--- src/rtl/spi_target_regs.sv ---
// spi_target_regs: SPI mode-0 target with a small 16-bit register file.
// All SPI pins are oversampled in the CLK domain; there is no SCLK-clocked logic.
// Frame 1 is the command (bit15 = write, bits11:0 = address), frame 2 the data.
// Optional burst auto-increment after the first data word: define SPI_TGT_AUTOINC_EN.

module spi_target_regs #(
  parameter int DEPTH       = 16,
  parameter int SYNC_STAGES = 2
) (
  input  logic        CLK,
  input  logic        RST,
  input  logic        SCLK,
  input  logic        CS_N,
  input  logic        MOSI,
  output logic        MISO,
  output logic        BUSY,
  output logic        WR_STB,
  output logic [11:0] WR_ADDR,
  output logic [15:0] WR_DATA,
  output logic        ERR
);

  localparam int          AW      = $clog2(DEPTH);
  localparam logic [12:0] DEPTH_L = 13'(DEPTH);

  typedef enum logic [1:0] {
    IDLE = 2'd0,
    CMD  = 2'd1,
    DATA = 2'd2,
    TAIL = 2'd3
  } state_t;

  // Address range check against the register file depth.
  function automatic logic in_range(input logic [11:0] a);
    return ({1'b0, a} < DEPTH_L);
  endfunction

  logic [SYNC_STAGES-1:0] sclk_sync, cs_sync, mosi_sync;
  logic                   sclk_d, cs_d;
  logic                   sclk_s, cs_s, mosi_s;
  logic                   rise_s, fall_s, cs_fall_s, last_rise_s;

  state_t      state_r, state_s;
  logic [3:0]  bit_cnt_r;
  logic [15:0] shift_r;
  logic [11:0] addr_r;
  logic        rw_r;
  logic [15:0] miso_sh_r;
  logic        miso_r, busy_r, err_r;
  logic        wr_pend_r;
  logic [11:0] pend_addr_r;
  logic [15:0] pend_data_r;
  logic        wr_stb_r;
  logic [11:0] wr_addr_r;
  logic [15:0] wr_data_r;
  logic [15:0] mem_r [DEPTH];

  logic [11:0] cmd_addr_s;
  logic        cmd_wr_s;
  logic [15:0] data_word_s;
  logic [15:0] cmd_rd_s;

  assign sclk_s      = sclk_sync[SYNC_STAGES-1];
  assign cs_s        = cs_sync[SYNC_STAGES-1];
  assign mosi_s      = mosi_sync[SYNC_STAGES-1];
  assign rise_s      = sclk_s & ~sclk_d;
  assign fall_s      = ~sclk_s & sclk_d;
  assign cs_fall_s   = cs_d & ~cs_s;
  assign last_rise_s = rise_s && (bit_cnt_r == 4'd15);

  // The 16th bit arrives on MOSI in the same cycle the last rise is seen.
  assign cmd_addr_s  = {shift_r[10:0], mosi_s};
  assign cmd_wr_s    = shift_r[14];
  assign data_word_s = {shift_r[14:0], mosi_s};
  assign cmd_rd_s    = in_range(cmd_addr_s) ? mem_r[cmd_addr_s[AW-1:0]] : 16'h0000;

`ifdef SPI_TGT_AUTOINC_EN
  logic [11:0] next_addr_s;
  logic [15:0] next_rd_s;
  assign next_addr_s = addr_r + 12'd1;
  assign next_rd_s   = in_range(next_addr_s) ? mem_r[next_addr_s[AW-1:0]] : 16'h0000;
`endif

  assign MISO    = miso_r;
  assign BUSY    = busy_r;
  assign WR_STB  = wr_stb_r;
  assign WR_ADDR = wr_addr_r;
  assign WR_DATA = wr_data_r;
  assign ERR     = err_r;

  // Pin synchronizers plus one extra sample of SCLK/CS_N for edge detection.
  // CS_N resets low so a CS_N already low at reset release gives no falling edge.
  always_ff @(posedge CLK or posedge RST) begin
    if (RST) begin
      sclk_sync <= {SYNC_STAGES{1'b0}};
      cs_sync   <= {SYNC_STAGES{1'b0}};
      mosi_sync <= {SYNC_STAGES{1'b0}};
      sclk_d    <= 1'b0;
      cs_d      <= 1'b0;
    end else begin
      sclk_sync <= {sclk_sync[SYNC_STAGES-2:0], SCLK};
      cs_sync   <= {cs_sync[SYNC_STAGES-2:0], CS_N};
      mosi_sync <= {mosi_sync[SYNC_STAGES-2:0], MOSI};
      sclk_d    <= sclk_s;
      cs_d      <= cs_s;
    end
  end

  // Next-state logic for the frame sequencer.
  always_comb begin
    state_s = state_r;
    case (state_r)
      IDLE: begin
        if (cs_fall_s) state_s = CMD;
        else           state_s = IDLE;
      end
      CMD: begin
        if (cs_s)             state_s = IDLE;
        else if (last_rise_s) state_s = DATA;
        else                  state_s = CMD;
      end
      DATA: begin
        if (cs_s)             state_s = IDLE;
`ifdef SPI_TGT_AUTOINC_EN
        else if (last_rise_s) state_s = DATA;
`else
        else if (last_rise_s) state_s = TAIL;
`endif
        else                  state_s = DATA;
      end
      TAIL: begin
        if (cs_s) state_s = IDLE;
        else      state_s = TAIL;
      end
      default: state_s = IDLE;
    endcase
  end

  // Datapath: shifting, command latch, read prefetch, write commit, error flag.
  always_ff @(posedge CLK or posedge RST) begin
    if (RST) begin
      state_r     <= IDLE;
      bit_cnt_r   <= 4'd0;
      shift_r     <= 16'h0000;
      addr_r      <= 12'h000;
      rw_r        <= 1'b0;
      miso_sh_r   <= 16'h0000;
      miso_r      <= 1'b0;
      busy_r      <= 1'b0;
      err_r       <= 1'b0;
      wr_pend_r   <= 1'b0;
      pend_addr_r <= 12'h000;
      pend_data_r <= 16'h0000;
      wr_stb_r    <= 1'b0;
      wr_addr_r   <= 12'h000;
      wr_data_r   <= 16'h0000;
      for (int i = 0; i < DEPTH; i++) mem_r[i] <= 16'h0000;
    end else begin
      state_r   <= state_s;
      busy_r    <= (state_s != IDLE);
      wr_stb_r  <= 1'b0;
      wr_pend_r <= 1'b0;

      // A completed write word commits one cycle after its last rise.
      if (wr_pend_r) begin
        mem_r[pend_addr_r[AW-1:0]] <= pend_data_r;
        wr_stb_r  <= 1'b1;
        wr_addr_r <= pend_addr_r;
        wr_data_r <= pend_data_r;
      end

      if (rise_s) shift_r <= {shift_r[14:0], mosi_s};

      if (cs_s || (state_r == IDLE)) bit_cnt_r <= 4'd0;
      else if (rise_s)               bit_cnt_r <= bit_cnt_r + 4'd1;

      case (state_r)
        CMD: begin
          if (!cs_s && last_rise_s) begin
            addr_r <= cmd_addr_s;
            rw_r   <= cmd_wr_s;
            if (!in_range(cmd_addr_s)) err_r <= 1'b1;
            if (!cmd_wr_s) miso_sh_r <= cmd_rd_s;
          end
        end
        DATA: begin
          // Commits even if CS_N rises in the same cycle as the last rise.
          if (last_rise_s && rw_r) begin
            if (in_range(addr_r)) begin
              wr_pend_r   <= 1'b1;
              pend_addr_r <= addr_r;
              pend_data_r <= data_word_s;
            end else begin
              err_r <= 1'b1;
            end
          end
`ifdef SPI_TGT_AUTOINC_EN
          if (last_rise_s && !cs_s) begin
            addr_r <= next_addr_s;
            if (!rw_r) begin
              miso_sh_r <= next_rd_s;
              if (!in_range(next_addr_s)) err_r <= 1'b1;
            end
          end
`endif
          if (!rw_r && fall_s) begin
            miso_r    <= miso_sh_r[15];
            miso_sh_r <= {miso_sh_r[14:0], 1'b0};
          end
        end
        default: begin
        end
      endcase

      // MISO is only ever driven from the shifter while a data word is active.
      if (state_s != DATA) miso_r <= 1'b0;
    end
  end

endmodule
--- config.mk ---
export PLATFORM = sky130hd
export DESIGN_NAME = spi_target_regs
export DESIGN_NICKNAME = d
export VERILOG_FILES = /design/src/rtl/spi_target_regs.sv
export SDC_FILE = /design/constraint.sdc
export NUM_CORES = 1
export LEC_CHECK = 0
export BUFFER_PORTS_ARGS = -buffer_cell sky130_fd_sc_hd__buf_2
export CAP_MARGIN = 20
export CORE_UTILIZATION = 55
export CTS_CLUSTER_DIAMETER = 100
export DETAILED_ROUTE_END_ITERATION = 10
export PLACE_DENSITY = 0.75
export SYNTH_ARGS = -nofsm -noshare
export SYNTH_HDL_FRONTEND = slang
export SYNTH_SLANG_ARGS = --single-unit
--- constraint.sdc ---
create_clock -name CLK -period 23.4 [get_ports CLK]
set_clock_uncertainty 0.2 [all_clocks]
set_input_delay 4.68 -clock CLK [delete_from_list [all_inputs] [get_ports CLK]]
set_output_delay 4.68 -clock CLK [all_outputs]
set_load 0.1 [all_outputs]
Word level (Yosys, flattened, before mapping). Cells that the tools add are included.

Add/sub/neg operators: 1. $mul: 0. Div/mod/pow operators: 0. Order comparisons: 5. Equal/unequal tests: 11. Shifts and indexed selects: 0. Mux-type cells: 32. Bitwise logic cells: 8. Reductions and logical operators: 19.

Operators by type and width (number): $bwmux W256 (1); $mux W16 (7); $bmux W16 S4 (1); $demux W16 S4 (1); $pmux W16 S2 (1); $lt A12 B5 Y1 const B (2); $ne A2 B2 Y1 const B (7); $mux W1 (13); $ge A5 B5 Y1 const B (2); $not A4 Y5 (2); $reduce_bool A2 Y1 (5); $mux W2 (4); $mux W4 (2); $pmux W2 S4 (1); $logic_and A1 B1 Y1 (5); $lt A5 B1 Y1 const B (1); $reduce_and A5 Y1 (1); $add A4 B1 Y4 const B (1); $eq A2 B2 Y1 const B (2); $eq A4 B4 Y1 const B (1); $reduce_and A2 Y1 (2); $reduce_and A4 Y1 (1); $and A1 B1 Y1 (3); $not A1 Y1 (3); 6 further kinds (7).

Register bits: 375. Latch bits: 0. Memory bits (writable): 0. ROM bits: 0. Bits of input ports: 5. Output and inout bits: 32. Memories kept: 0.

Logic depth before layout (Yosys ltp). Gate-level depths: netlist of run 1.

Depth in word-level cells: 9. Depth in mapped cells: 8. Depth with buffers taken out: 6.

Least setup slack after synthesis of run 1. OpenSTA, ideal clock, no wires.

Path type: register to output. Start point: register err_r, in the netlist ERR. End point: output port ERR. Data arrival time: 0.899 ns. Required time: 18.520 ns. Path slack: 17.621 ns. Cell stages (with the launch flop): 1. Buffers on the path: 0. Cell sequence: dfrtp_1.

RTL lines: start, declared (RTL line 49) `logic miso_r, busy_r, err_r;`; start signal, assigned (RTL line 150) `err_r <= 1'b0;`; start signal, assigned (RTL line 182) `if (!in_range(cmd_addr_s)) err_r <= 1'b1;`; start signal, assigned (RTL line 194) `err_r <= 1'b1;`; end, declared (RTL line 20) `output logic ERR`.

No word-level cell between the ends.

==> metrics.csv, run 1 <==
metric;value;unit
status;completed;
max_freq;145;MHz
globalRouteOverflowTotal;0;
antenna_found_initial;1;
firstDrtPassIters;5;
yosysMostFrequentCell;dfrtp_1;
wire_per_inst;23.0;µm
grt_max_degree;144;
synthTopCellsByCount;dfrtp_1, mux2_2, mux2i_1, clkbuf_1, nor2_1;
dp_cells;1476;
grt_pass1_wl;56900;µm
cts_inserted_buffers;38;
period_share;29.5;%
p_comb_share;5.9;%
tns;0;ns
die-area;30300;µm²
vias;9458;
setup_viol;0;
cts_buffer_depth;3;
postCtsSetupRepairBufs;0;
area_growth;12.1;%
cp_top_family;buffers and inverters;
async_flop_share;100;%
grt.total_usage;24.5;%
drt-total-wl;35700;µm
worst_ep_required_time;23.71;ns
cts-root-buf;clkbuf_16;
synth_edf_count;0;
drc;0;
final_hold_viol_count;0;
netSwitchingFraction;22.6;%
finalPower;1.42;mW
path_buf_inv;5;
slowest_stage;buf_4;
startpoint_type;primary input;
clk_pin_slew_worst_paths;0.06;ns
synthDistinctLibCells;47;
hpwlAfterDp;20400;µm
synth_seq_cells;375;
die_x;174;µm
die_h;174;µm
crit_arrival;7.22;ns
gp_congestion;0.750;
cts_tree;yes;
start_util;56.3;%
cts_max_level;2;
syn-num-nets;1127;
layout.nets;1142;
seqPwrFrac;47.7;%
hold_ws;0.146;ns
io_buffer_count;36;
post_drt_via_cell_ratio;6.11;
power_density;78.1;nW/µm²
yosys-top-cells-area;dfrtp_1, mux2_2, mux4_2, mux2i_1, o22ai_1;
critical-path-max-stage-delay;0.82;ns
worst-setup-path-type;primary input to async pin;
synth_ff_type;dfrtp_1;
switching_power;0.322;mW
core_area;28900;µm²
cts_sinks;375;
cp-end-kind;async pin;
r2r_start;mosi_sync[1];
rsz0062_at_grt;false;
holdCritStartpoint;cs_sync[0];
reg2reg_slack;19.54;ns
maxSlewHeadroom;20.3;%
ys_seq_area_share;57.7;%
critPathMostFrequentCell;buf_4;
syn_inst;1121;
drtIter0Drc;639;
yosys.area.top_type;dfrtp_1;
avgSynthCellArea;14.5;µm²
synthesis.area;16300;µm²
p_int;1.10;mW
tightest_slew;1.20;ns
cts_resized;0;
worstPathMaxFanout;143;
layout_min_cycle_time;6.91;ns
pin_count;37;
antenna_left;0;
min_path_type;flop to flop;
synth_warnings;0;
path_cells;buf_2 -> inv_8 -> buf_4 -> buf_16 -> buf_4;
grt_pass1_vias;9832;
finalMaxSlewViolations;0;
drv_cap;0;
clkPwrFrac;46.4;%
num_antenna_cells;0;
layout-drive-gt1-share;43.3;%
leakagePower;9.02;nW
nFillCells;2107;
peakVddDrop;0.0000450;V
rows;62;
holdBufCountCts;0;
critPathLaunch;RST;
final_cells;1549;
clk_latency;0.52;ns
synth_top_area_share;57.7;%
power by group through the flow:
stage	combinational, mW	clock [mW]	sequential [mW]
after CTS	0.0833	0.669	0.679
final	0.0840	0.660	0.679
after global routing	0.0902	0.696	0.680
after global placement	0.0820	0	0.690
after detailed placement	0.0832	0	0.691
after floorplan	0.0636	0	0.681
cell usage in the layout, fill, tap and decap left out, drive strengths merged, types with 2 or more instances in the layout:
| cell | n |
|---|---|
| clkinv | 2 |
| nand3b | 2 |
| xor2 | 2 |
| o22ai | 39 |
| or3 | 6 |
| o21ai | 5 |
| a22oi | 3 |
| a211o | 13 |
| mux4 | 34 |
| inv | 4 |
| nand2 | 29 |
| nand2b | 6 |
| a2111oi | 13 |
| or4 | 2 |
| a21oi | 5 |
| nor3 | 18 |
| dfrtp | 375 |
| nand3 | 5 |
| mux2i | 62 |
| a21o | 2 |
| nor2b | 14 |
| bufinv | 5 |
| clkbuf | 61 |
| nor4 | 3 |
| or2 | 3 |
| mux2 | 333 |
| buf | 59 |
| nor2 | 46 |
| a211oi | 2 |
stage by stage:
step	instance area (µm²)	worst slack [ns]	utilization [%]
finish	18200	16.49	63.2
global route	18200	16.07	63.2
floorplan	16300	8.10	-
CTS	18100	16.16	62.9
global placement	16700	15.64	58.0
detailed placement	16800	15.63	58.1
state kept, by name (all words and copies together) (netlist names), 2 cells and up:
signal and count:
cs_sync 2, addr_r 12, state_r 2, pend_data_r 16, miso_sh_r 16, WR_DATA 16, sclk_sync 2, shift_r 15
pend_addr_r 12, bit_cnt_r 4, mosi_sync 2, WR_ADDR 12, mem_r 256
area by class of cell:
type                       count  area, µm²  share of cell area (%)
sequential                   375       9390                    51.5
multi-input combinational    658       6520                    35.8
clock buffer                  61       1220                    6.70
tap                          384        480                    2.64
timing repair buffer          59        424                    2.33
clock inverter                 8        168                   0.920
inverter                       4       22.5                   0.124
final timing paths:
kind | endpoint | cells past startpoint
setup / recovery | mem_r[97] | 5
hold / removal | cs_sync[1] | 0
setup reg to reg | miso_sh_r[1] | 7
hold reg to reg | cs_sync[1] | 0
max in group CLK | WR_DATA[10] | 1
min in group asynchronous | pend_data_r[14] | 2
per-layer routing:
| metal | global-route usage [%] | part of all wire, % | vias up |
|---|---|---|---|
| li1 | - | - | 4137 |
| met1 | 34.2 | 44 | 5046 |
| met2 | 39.8 | 49 | 209 |
| met3 | 3.59 | 4.6 | 66 |
| met4 | 7.75 | 2.1 | 0 |
| met5 | 0 | 0 | - |
logic make-up after synthesis:
kind of cell	after synthesis	synth area share, %
buffers and inverters	88	2.37
xor gates and xnor gates	3	0.162
DFF	375	57.7
adders and majority gates	1	0.0769
and+or+nand+nor	138	4.29
AOI/OAI and AO/OA	87	3.79
muxes	429	31.6
worst register-to-register path, stage by stage (launching register included):
cell and delay, ns:
dfrtp_4 0.64, buf_4 0.71, buf_4 0.75, mux2i_1 0.19, o22ai_1 0.24, o22ai_1 0.13, a2111oi_0 0.75, a211o_1 0.18
No activity file was read; power rests on OpenSTA's default activity.
==> run 2, diff against run 1 <==
- clock period: 23.4 -> 6.4 ns (I/O delays scaled with it)
==> metrics.csv, run 2 (synthesis results as in run 1) <==
metric;value;unit;change
status;completed;;
layout.nets;1144;;+0.18%
min_path_type;flop to flop;;
drc;0;;unchanged
postCtsSetupRepairBufs;0;;unchanged
slowest_stage;dfrtp_4;;
cp_top_family;flip-flops;;
cts-root-buf;clkbuf_16;;
final_hold_viol_count;0;;unchanged
critPathLaunch;mosi_sync[1];;
cp-end-kind;flop;;
area_growth;12.5;%;
rsz0062_at_grt;false;;
largest-register;mem_r;;
critical-path-max-stage-delay;1.02;ns;+0.20 ns
drtIter0Drc;650;;+1.7%
path_cells;buf_4 -> mux4_2 -> nor3_1 -> a2111oi_0 -> a211o_1;;
drt-total-wl;36100;µm;+1.1%
worstPathMaxFanout;46;;-68%
layout_min_cycle_time;3.19;ns;
layout_common_cells;dfrtp_1, mux2_2, mux2i_1;;
drv_cap;0;;unchanged
layout-drive-gt1-share;43.8;%;+0.45 points
antenna_left;0;;unchanged
finalWorstSetupSlack;3.21;ns;-13.27 ns
num_antenna_cells;0;;unchanged
finalMaxSlewViolations;0;;unchanged
io_buffer_count;36;;unchanged
post_drt_via_cell_ratio;6.10;;-0.12%
antenna_found_initial;0;;-1
cts_max_level;2;;unchanged
die_x;174;µm;unchanged
largest_reg_flops;256;;unchanged
pin_count;37;;unchanged
grt_pass1_vias;9889;;+0.58%
max_freq;314;MHz;
core_area;28900;µm²;unchanged
globalRouteOverflowTotal;0;;unchanged
leakagePower;9.04;nW;+0.23%
holdBufCountCts;0;;unchanged
die-area;30300;µm²;unchanged
final_cell_area;18300;µm²;+0.32%
nFillCells;2085;;-1.0%
wire_per_inst;23.2;µm;+0.84%
cts_tree;yes;;
path_buf_inv;1;;-4
start_util;56.3;%;unchanged
holdCritStartpoint;sclk_sync[0];;
cts_inserted_buffers;40;;+5.3%
power_density;289;nW/µm²;+270%
grt_max_degree;136;;-5.6%
die_h;174;µm;unchanged
hpwlAfterDp;21200;µm;+3.9%
startpoint_type;flop;;
cts_resized;0;;unchanged
place_worst_setup_slack;3.21;ns;-12.42 ns
peakVddDrop;0.000145;V;+220%
setup_viol;0;;unchanged
clk_latency;0.54;ns;+0.02 ns
maxSlewHeadroom;25.6;%;+5.3 points
r2r_start;mosi_sync[1];;
firstDrtPassIters;6;;+1
place_area;16800;µm²;+0.20%
gp_congestion;0.775;;+3.3%
cts_sinks;375;;unchanged
final_common_cell;dfrtp_1;;
tns;0;ns;unchanged
cts_buffer_depth;3;;unchanged
rows;62;;unchanged
worst-setup-path-type;flop to flop;;
crit_arrival;3.40;ns;-3.82 ns
clk_pin_slew_worst_paths;0.06;ns;about the same
vias;9471;;+0.14%
worst_ep_required_time;6.61;ns;-17.10 ns
grt.total_usage;24.7;%;+0.16 points
grt_pass1_wl;57700;µm;+1.4%
tightest_slew;1.11;ns;-0.0820 ns
period_share;49.8;%;
==> run 2: area by class of cell <==
type / instances / area [µm²] / area share, %
Sequential cell: 375 / 9390 / 51.4
Multi-Input combinational cell: 658 / 6520 / 35.6
Timing Repair Buffer: 59 / 425 / 2.33
Inverter: 4 / 18.8 / 0.103
Clock inverter: 19 / 277 / 1.51
Clock buffer: 54 / 1180 / 6.43
Tap cell: 384 / 480 / 2.63
==> run 2: worst paths after layout <==
kind                                endpoint  slack (ns)  cells after the start
worst max-delay path            miso_sh_r[9]        3.21                      5
worst min-delay path            sclk_sync[1]        0.15                      0
worst max register to register  miso_sh_r[9]        3.21                      5
worst min register to register  sclk_sync[1]        0.15                      0
max in group asynchronous       mosi_sync[1]        4.20                      3
min in group asynchronous          addr_r[3]        0.63                      2
==> run 2: per-layer routing <==
layer	wire length (µm)	track usage, %	vias to the layer above
met2	17800	40.9	236
met1	15900	34.1	5032
li1	-	-	4144
met4	750	6.80	0
met5	0	0	-
met3	1560	3.57	59
==> run 2: power breakdown <==
group          internal [mW]  switching (mW)  total (mW)
Clock                   1.54           0.941        2.48
Sequential              2.41          0.0775        2.49
Combinational          0.106           0.200       0.306
==> run 2: per-stage QoR <==
stage          std cells  utilization, %  power [mW]  hold WS [ns]
2_1_floorplan       1121               -        2.72         0.131
3_3_place_gp        1477            58.1        2.83         0.133
3_5_place_dp        1478            58.2        2.84         0.135
4_1_cts             1551            63.2        5.32         0.147
5_1_grt             1553            63.4        5.45         0.159
6_report            1553            63.4        5.28         0.145
==> run 3, diff against run 2 <==
- PLACE_DENSITY: 0.75 -> 0.78
- clock period: 6.4 -> 2.7 ns (I/O delays scaled with it)
==> metrics.csv, run 3 (synthesis results as in run 1) <==
metric;value;unit;change
largest-register;mem_r;;
seqPwrFrac;48.6;%;+1.4 points
firstDrtPassIters;5;;-1
rows;62;;unchanged
whs_path_depth;0;;unchanged
clkPwrFrac;44.8;%;-2.2 points
grt_max_degree;82;;-40%
drc;0;;unchanged
io_buffer_count;36;;unchanged
critical-path-max-stage-delay;0.58;ns;-0.44 ns
switching_power;2.74;mW;+130%
clk_latency;0.52;ns;-0.02 ns
tightest_slew;0.841;ns;-0.273 ns
cts_sinks;375;;unchanged
path_buf_inv;0;;-1
final_cells;1576;;+1.5%
globalRouteOverflowTotal;0;;unchanged
layout_common_cells;dfrtp_1, mux2_2, mux2i_1;;
area_growth;13.1;%;
largest_reg_flops;256;;unchanged
maxSlewHeadroom;43.9;%;+18 points
worst_hold_path.endpoint;cs_sync[1];;
cp_top_family;simple AND/OR/NAND/NOR gates;;
final_common_cell;dfrtp_1;;
slowest_stage;nand3b_2;;
pin_count;37;;unchanged
p_comb_share;6.6;%;+0.8 points
layout-drive-gt1-share;44.1;%;+0.33 points
netSwitchingFraction;22.8;%;-0.28 points
min_path_type;flop to flop;;
gp_congestion;0.806;;+3.9%
max_freq;397;MHz;+26%
reg2reg_to;miso_sh_r[6];;
finalPower;12.0;mW;+130%
die-area;30300;µm²;unchanged
cp-end-kind;flop;;
antenna_left;0;;unchanged
post_drt_via_cell_ratio;6.13;;+0.56%
num_antenna_cells;0;;unchanged
finalMaxSlewViolations;0;;unchanged
dp_cells;1502;;+1.6%
power_density;654;nW/µm²;+130%
leakagePower;9.12;nW;+0.86%
startpoint_type;flop;;
core_area;28900;µm²;unchanged
layout.nets;1168;;+2.1%
p_int;9.28;mW;+130%
drt-total-wl;36400;µm;+0.87%
worst_ep_required_time;2.95;ns;-3.66 ns
rsz0062_at_grt;false;;
antenna_found_initial;0;;unchanged
tns;0;ns;unchanged
crit_arrival;2.77;ns;-0.63 ns
holdCritStartpoint;cs_sync[0];;
grt_pass1_vias;10100;;+2.5%
cts_tree;yes;;
grt_pass1_wl;58800;µm;+1.8%
peakVddDrop;0.000359;V;+150%
worst-setup-path-type;flop to flop;;
drv_cap;0;;unchanged
setup_viol;0;;unchanged
cts-root-buf;clkbuf_16;;
status;completed;;
vias;9665;;+2.0%
reg2reg_slack;0.18;ns;-3.03 ns
cts_max_level;2;;unchanged
worstPathMaxFanout;15;;-67%
r2r_start;shift_r[10];;
fin_util;63.7;%;+0.35 points
start_util;56.3;%;unchanged
wire_per_inst;23.1;µm;-0.61%
cts_inserted_buffers;38;;-5.0%
clk_pin_slew_worst_paths;0.06;ns;about the same
drtIter0Drc;732;;+13%
die_h;174;µm;unchanged
layout_min_cycle_time;2.52;ns;-0.666 ns
postCtsSetupRepairBufs;0;;unchanged
die_x;174;µm;unchanged
period_share;93.3;%;+44 points
grt.total_usage;25.2;%;+0.60 points
path_cells;nor4_1 -> nand3_1 -> nand3b_2 -> a2111oi_0 -> a211o_1;;
rr_worst_depth;5;;unchanged
hpwlAfterDp;21700;µm;+2.5%
cts_buffer_depth;3;;unchanged
final_hold_viol_count;0;;unchanged
run 3: cell types whose count changed in the layout (fill, tap and decap cells not counted), moves of 3 or more:
cell,delta
buf_4,+19
clkbuf_1,+4
buf_12,+6
bufinv_16,-4
clkinvlp_4,-3
clkbuf_8,+3
dlygate4sd3_1,+4
run 3: cell type report:
cell class | instances | area, µm²
Clock buffer | 60 | 1210
Sequential cell | 375 | 9390
Fill cell | 2080 | 10500
Multi-Input combinational cell | 658 | 6520
Inverter | 4 | 18.8
Clock inverter | 10 | 103
Timing Repair Buffer | 85 | 671
Tap cell | 384 | 480
run 3: through the flow:
| stage | setup WS, ns | hold slack [ns] | instance area [µm²] |
|---|---|---|---|
| 5_1_grt | 0.0121 | 0.163 | 18400 |
| 2_1_floorplan | -3.08 | 0.131 | 16300 |
| 4_1_cts | 0.193 | 0.153 | 18400 |
| 3_5_place_dp | 0.338 | 0.141 | 17000 |
| 3_3_place_gp | 0.402 | 0.133 | 17000 |
| 6_report | 0.180 | 0.146 | 18400 |
run 3: worst max path at each step:
stage,from,endpoint,slack [ns],cells past startpoint
finish,shift_r[10],miso_sh_r[6],0.18,5
global route,shift_r[10],miso_sh_r[6],0.01,5
CTS,shift_r[10],miso_sh_r[12],0.19,5
detailed placement,shift_r[9],miso_sh_r[3],0.34,5
global placement,shift_r[9],miso_sh_r[7],0.40,5
floorplan,RST,BUSY,-3.08,1
run 3: worst register-to-register path, cell delays in order (launching register included):
cell and delay, ns:
dfrtp_1 0.43, nor4_1 0.29, nand3_1 0.20, nand3b_2 0.58
a2111oi_0 0.58, a211o_1 0.17
run 3: power by group through the flow:
stage	Sequential [mW]	Clock, mW	Combinational [mW]
floorplan	5.90	0	0.552
CTS	5.85	5.48	0.795
finish	5.85	5.38	0.794
detailed placement	5.95	0	0.784
global placement	5.94	0	0.763
global route	5.86	5.70	0.853
run 3: timing repair:
item / 4_1_cts / 5_1_grt
setup endpoints to repair: 0 / 1
gates resized for setup: 0 / 1
hold endpoints to repair: 12 / 0
hold buffers: 4 / 0
run 3: layer usage:
layer / vias up / share of wire, % / global-route usage (%)
met1: 5143 / 44 / 35.9
met3: 71 / 5.4 / 4.13
met5: - / 0 / 0
met2: 251 / 48 / 40.2
met4: 0 / 2.6 / 7.64
li1: 4200 / - / -
